## src/rtl/fp_addsub_pipe.sv

```systemverilog
// fp_addsub_pipe: parametrised floating-point add/subtract, operand register + 3 compute stages,
// valid/ready handshake, round-to-nearest-even, flush-to-zero, {invalid, overflow, underflow, inexact}.
module fp_addsub_pipe #(
    parameter int EXP_W = 8,
    parameter int MAN_W = 23
) (
    input  logic                   clk_i,
    input  logic                   rst_i,
    input  logic                   in_valid_i,
    output logic                   in_ready_o,
    input  logic [EXP_W+MAN_W:0]   op_a_i,
    input  logic [EXP_W+MAN_W:0]   op_b_i,
    input  logic                   sub_i,
    output logic                   out_valid_o,
    input  logic                   out_ready_i,
    output logic [EXP_W+MAN_W:0]   res_o,
    output logic [3:0]             flags_o
);
    localparam int E  = EXP_W;
    localparam int M  = MAN_W;
    localparam int SW = M + 4;
    localparam int LW = $clog2(SW);
    localparam int XW = E + 2;
    localparam logic [E-1:0] FAR = E'(M + 3);
    localparam logic signed [XW-1:0] EMAX = XW'((1 << E) - 1);

    logic adv, v0_q, v1_q, v2_q, v3_q, sub_q;
    logic [E+M:0] a_q, b_q, res_q, res_d;
    logic [3:0] flags_q, flags_d;
    logic sa, sb, za, zb, nan_a, nan_b, inf_a, inf_b, inf_cl, swap, far;
    logic [E-1:0] ea, eb, diff;
    logic [M-1:0] fa, fb;
    logic [M:0] siga, sigb, ms;
    logic [2*M+3:0] wide;
    logic s1_sign_d, s1_sub_d, s1_sign_q, s1_sub_q;
    logic [E-1:0] s1_exp_d, s1_exp_q;
    logic [SW-1:0] s1_sl_d, s1_ss_d, s1_sl_q, s1_ss_q;
    logic [3:0] s1_spec_d, s1_spec_q, s2_spec_q;
    logic [SW:0] s2_sum_d, s2_sum_q;
    logic [LW-1:0] s2_lzc_d, s2_lzc_q;
    logic s2_sign_q, s2_sub_q;
    logic [E-1:0] s2_exp_q;
    logic carry;
    logic [SW-1:0] norm;
    logic [M+1:0] rnd;
    logic [M-1:0] frac;
    logic signed [XW-1:0] ex, exn, exr;

    assign adv = ~(v3_q & ~out_ready_i);
    assign in_ready_o = adv;
    assign out_valid_o = v3_q;
    assign res_o = res_q;
    assign flags_o = flags_q;

    // Denormal inputs are flushed to zero before the magnitude compare.
    assign sa = a_q[E+M];
    assign sb = b_q[E+M] ^ sub_q;
    assign {ea, fa} = a_q[E+M-1:0];
    assign {eb, fb} = b_q[E+M-1:0];
    assign za = ~|ea;
    assign zb = ~|eb;
    assign inf_a = &ea & ~|fa;
    assign inf_b = &eb & ~|fb;
    assign nan_a = &ea & |fa;
    assign nan_b = &eb & |fb;
    assign inf_cl = inf_a & inf_b & (sa ^ sb);
    assign siga = za ? '0 : {1'b1, fa};
    assign sigb = zb ? '0 : {1'b1, fb};
    assign swap = (zb ? '0 : {eb, fb}) > (za ? '0 : {ea, fa});
    assign s1_sign_d = swap ? sb : sa;
    assign s1_exp_d = swap ? eb : ea;
    assign s1_sl_d = {swap ? sigb : siga, 3'b000};
    assign ms = swap ? siga : sigb;
    assign diff = s1_exp_d - (swap ? ea : eb);
    assign wide = {ms, {(M+3){1'b0}}} >> diff;
    assign far = diff >= FAR;
    assign s1_ss_d = far ? {{(SW-1){1'b0}}, |ms} : {wide[2*M+3 -: M+3], |wide[M:0]};
    assign s1_sub_d = sa ^ sb;
    assign s1_spec_d = {nan_a | nan_b | inf_cl,
                        (nan_a & ~fa[M-1]) | (nan_b & ~fb[M-1]) | inf_cl,
                        inf_a | inf_b, inf_a ? sa : sb};

    assign s2_sum_d = s1_sub_q ? {1'b0, s1_sl_q} - {1'b0, s1_ss_q} : {1'b0, s1_sl_q} + {1'b0, s1_ss_q};

    always_comb begin
        s2_lzc_d = '0;
        for (int i = 0; i < SW; i++)
            if (s2_sum_d[i]) s2_lzc_d = LW'(SW - 1 - i);
    end

    // Carry-out folds the dropped bit into sticky; otherwise shift the leading one to the top.
    always_comb begin
        ex = {2'b00, s2_exp_q};
        carry = s2_sum_q[SW];
        norm = carry ? {s2_sum_q[SW:2], |s2_sum_q[1:0]} : s2_sum_q[SW-1:0] << s2_lzc_q;
        exn = carry ? ex + XW'(1) : ex - XW'(s2_lzc_q);
        rnd = {1'b0, norm[SW-1:3]} + (M+2)'(norm[2] & (norm[1] | norm[0] | norm[3]));
        exr = exn + XW'(rnd[M+1]);
        frac = rnd[M+1] ? rnd[M:1] : rnd[M-1:0];
        {res_d, flags_d} = s2_spec_q[3] ? {1'b0, {E{1'b1}}, 1'b1, {(M-1){1'b0}}, s2_spec_q[2], 3'b000}
                         : s2_spec_q[1] ? {s2_spec_q[0], {E{1'b1}}, {M{1'b0}}, 4'b0000}
                         : ~|s2_sum_q   ? {s2_sign_q & ~s2_sub_q, {(E+M){1'b0}}, 4'b0000}
                         : exr >= EMAX  ? {s2_sign_q, {E{1'b1}}, {M{1'b0}}, 4'b0101}
                         : exn[XW-1] | ~|exn ? {s2_sign_q, {(E+M){1'b0}}, 4'b0011}
                         : {s2_sign_q, exr[E-1:0], frac, 3'b000, |norm[2:0]};
    end

    always_ff @(posedge clk_i) begin
        if (rst_i) begin
            {v0_q, v1_q, v2_q, v3_q} <= '0;
            res_q <= '0;
            flags_q <= '0;
        end else if (adv) begin
            {v0_q, v1_q, v2_q, v3_q} <= {in_valid_i, v0_q, v1_q, v2_q};
            if (v2_q) begin
                res_q <= res_d;
                flags_q <= flags_d;
            end
        end
    end

    always_ff @(posedge clk_i) begin
        if (adv) begin
            {a_q, b_q, sub_q} <= {op_a_i, op_b_i, sub_i};
            {s1_sign_q, s1_exp_q, s1_sl_q, s1_ss_q, s1_sub_q, s1_spec_q} <=
                {s1_sign_d, s1_exp_d, s1_sl_d, s1_ss_d, s1_sub_d, s1_spec_d};
            {s2_sign_q, s2_exp_q, s2_sum_q, s2_lzc_q, s2_sub_q, s2_spec_q} <=
                {s1_sign_q, s1_exp_q, s2_sum_d, s2_lzc_d, s1_sub_q, s1_spec_q};
        end
    end
endmodule

```

## config.mk

```make
export PLATFORM = sky130hd
export DESIGN_NAME = fp_addsub_pipe
export DESIGN_NICKNAME = d
export VERILOG_FILES = /design/src/rtl/fp_addsub_pipe.sv
export SDC_FILE = /design/constraint.sdc
export NUM_CORES = 1
export LEC_CHECK = 0
export CAP_MARGIN = 20
export CORE_MARGIN = 5
export CORE_UTILIZATION = 60
export DETAILED_ROUTE_END_ITERATION = 10
export GPL_TIMING_DRIVEN = 0
export PLACE_DENSITY_LB_ADDON = 0.25
export REMOVE_ABC_BUFFERS = 1
export SYNTH_ARGS = -nofsm -noshare
export SYNTH_HDL_FRONTEND = slang
export SYNTH_SLANG_ARGS = --single-unit
```

## constraint.sdc

```tcl
create_clock -name clk_i -period 13.65 [get_ports clk_i]
set_clock_uncertainty 0.2 [all_clocks]
set_input_delay 2.73 -clock clk_i [delete_from_list [all_inputs] [get_ports clk_i]]
set_output_delay 2.73 -clock clk_i [all_outputs]
set_load 0.01 [all_outputs]
```

==> results.toml <==
[drt]
dr.pass1.iters = 7
remaining_drc_errors = 0
drt_wl_total_mm = 44.7
drt-initial-drc-count = 1349
vias = 14400
ant_nets = 0
routedWlPerCell_um = 20.0
vias_per_cell = 6.43

[die]
num_rows = 60
ios = 107
die-height_um = 175
core_area_um2 = 27000
die-area_um2 = 30800
start_util_pct = 61.0
die_w_um = 175

[synthesis]
synth.distinct_cells = 89
synth_area_leaders = "edfxtp_1 (32%), ha_1 (6.5%), mux2i_1 (6.1%), nand2_1 (5.0%), dfxtp_1 (4.9%)"
syn_area_um2 = 16400
seq_area_frac_synth_pct = 37.2
ys_seq_elements = 217
yosys_warnings = 0
synth_top_area_share_pct = 32.4
postSynthAreaPerCell_um2 = 8.96
yosysTopAreaCell = "edfxtp_1"
synth-edff-count = 177
synth_cells = 1833
async_reset_ff_share_pct = 0
ys.flop_type = "edfxtp_1"

[clock_network]
cts_hold_buf = 0
cts_setup_buffers = 0
cts.sinks = 217
cts_buffers = 24
cts_tree = "done"
ctsResizeCount = 0
clk_latency_ns = 0.51
clk_pin_slew_ns = 0.06
root_buffer = "clkbuf_16"
clk_path_buf_depth = 3
cts_max_level = 1

[cells_and_area]
multi_input_area_um2 = 9580
nets = 2030
seq_area_um2 = 6120
final_cell_mix = "nand2_1 (220), edfxtp_1 (177), nor2_1 (167)"
layout-drive-gt1-share_pct = 6.03
final_common_cell = "nand2_1"
fillers = 2172
area_growth_pct = 13.4

[critical_path]
path_max_fanout = 26
crit_path_start_kind = "register"
max_stage_delay_ns = 0.97
cp_data_required_time_ns = 13.72
crit_chain = "nor4_1 -> nand2_1 -> and2_1 -> ha_1 -> nand4_1 -> or3_1 -> nor2_1 -> nand4_1 -> or4_1 -> o21ai_4 -> mux2i_1 -> xor2_1 -> and2_1 -> or4b_1 -> o211ai_1 -> nand2_2 -> nor4_1"
arrival_ns = 9.36
crit_path_top_delay_cell = "nor4_1"
endpoint_kind = "register"
crit_type = "reg2reg"

[timing]
slew-limit-headroom_pct = 25.3
setup_slack_ns = 4.36
fmax_ghz = 0.108
drv_slew = 0
period_share_pct = 68.1
fin_crit_ns = 9.29
finalSetupViolations = 0
hold_violations = 0
worst_pin_slew_ns = 1.09
rsz0062_at_grt = "no"
fin_tns_setup_ns = 0

[job]
drv_cap = 0

[global_routing]
use_met1_pct = 36.6
grt_usage_pct = 28.3
use_met2_pct = 48.2
antenna_found_initial = 0
first_global_vias = 13800
overflow = 0
gr-max-usage-layer = "met2"
use_met3_pct = 3.06
grt_max_degree = 82
grt_pass1_wl_mm = 71.4

[worst_hold_path]
hp-class = "reg2reg"

[placed_design]
portBuffers = 106
routabilityCongestion = 0.936
post-place-ws_ns = 4.51
dp_hpwl_mm = 34.0

[power_and_ir_drop]
ir_drop_mv = 0.106
powerDensity_nw_per_um2 = 150
leakagePower_nw = 7.26

[run_status]
status = "finished clean"
==> per-stage QoR <==
stage	hold slack [ns]	cell area [µm²]	utilization (%)	power, mW	cells
2_1_floorplan	0.200	16000	-	1.76	1730
4_1_cts	0.219	18500	68.8	2.79	2230
6_report	0.219	18600	69.1	2.80	2234
3_5_place_dp	0.205	17700	65.7	2.11	2186
3_3_place_gp	0.202	17500	64.9	2.08	2177
5_1_grt	0.226	18600	69.1	2.96	2233
==> kinds of logic after synthesis <==
group / Yosys count / synth area share [%]
AO/OA/AOI/OAI: 454 / 17.5
XOR/XNOR: 72 / 4.07
adder cells (fa/ha/maj): 95 / 7.21
buffers and inverters: 193 / 4.71
flip-flops: 217 / 37.2
multiplexers: 136 / 10.1
AND/OR/NAND/NOR: 666 / 19.2
==> routing by layer <==
layer | wire length [µm] | up-vias
li1 | - | 6834
met1 | 18600 | 6829
met2 | 21400 | 568
met3 | 2720 | 124
met4 | 2030 | 0
met5 | 0 | -
==> cell usage after synthesis (9+ instances only) <==
master,number
o21ai_0,108
nand4_1,18
o22ai_1,10
a21o_1,15
and2_1,27
o21bai_1,9
dfxtp_1,40
nor2b_1,16
mux2_2,14
a22oi_1,15
nand2b_1,24
nor3_1,42
mux4_2,22
nor4_1,37
clkbuf_1,77
nand3_1,42
edfxtp_1,177
nand2_1,220
ha_1,85
mux2i_1,100
or3_1,10
buf_2,13
a211oi_1,14
a21oi_1,146
and3_1,15
o31ai_1,15
xnor2_1,52
or4_1,12
buf_1,9
nor2_1,167
o211ai_1,14
inv_1,87
xor2_1,18
a31oi_1,16
or2_2,11
==> flip-flops by register name, indices dropped and copies added, names as in the netlist <==
name / flops
a_q: 32
b_q: 32
flags_o: 4
out_valid_o: 1
res_o: 32
s1_exp_q: 8
s1_sign_q: 1
s1_sl_q: 24
s1_spec_q: 4
s1_ss_q: 27
s1_sub_q: 1
s2_exp_q: 8
s2_lzc_q: 5
s2_sign_q: 1
s2_spec_q: 4
s2_sub_q: 1
s2_sum_q: 28
sub_q: 1
v0_q: 1
v1_q: 1
v2_q: 1
==> final timing paths <==
path	start	end	slack, ns	cells after the start
worst max-delay path	b_q[29]$_DFFE_PN_	s1_ss_q[26]$_SDFFCE_PP0N_	4.36	17
worst min-delay path	s1_exp_q[4]$_DFFE_PN_	s2_exp_q[4]$_DFFE_PN_	0.22	0
worst max register to register	b_q[29]$_DFFE_PN_	s1_ss_q[26]$_SDFFCE_PP0N_	4.36	17
worst min register to register	s1_exp_q[4]$_DFFE_PN_	s2_exp_q[4]$_DFFE_PN_	0.22	0
==> worst max-delay path, delay by kind of cell, from the launching register on <==
family | cells | cell delay (ns)
xor+xnor | 1 | 0.84
simple gates | 12 | 5.53
flops | 1 | 0.53
fa+ha+maj | 1 | 0.32
compound gates | 2 | 1.20
mux | 1 | 0.40
==> power by group <==
part           total [mW]  internal [mW]  switching, mW
clock network       0.673          0.418          0.255
registers           0.949          0.822          0.127
logic                1.18          0.497          0.683
==> area by class of cell <==
cell class	count	share of cell area [%]
diodes	1	0.0134
clock buffers	32	3.55
clock inverters	12	0.913
inverters	90	1.81
multi-input cells	1423	51.4
flip-flops and latches	217	32.8
well taps	341	2.29
repair buffers	118	7.15
Note: power is estimated with default switching activity, not from simulation.
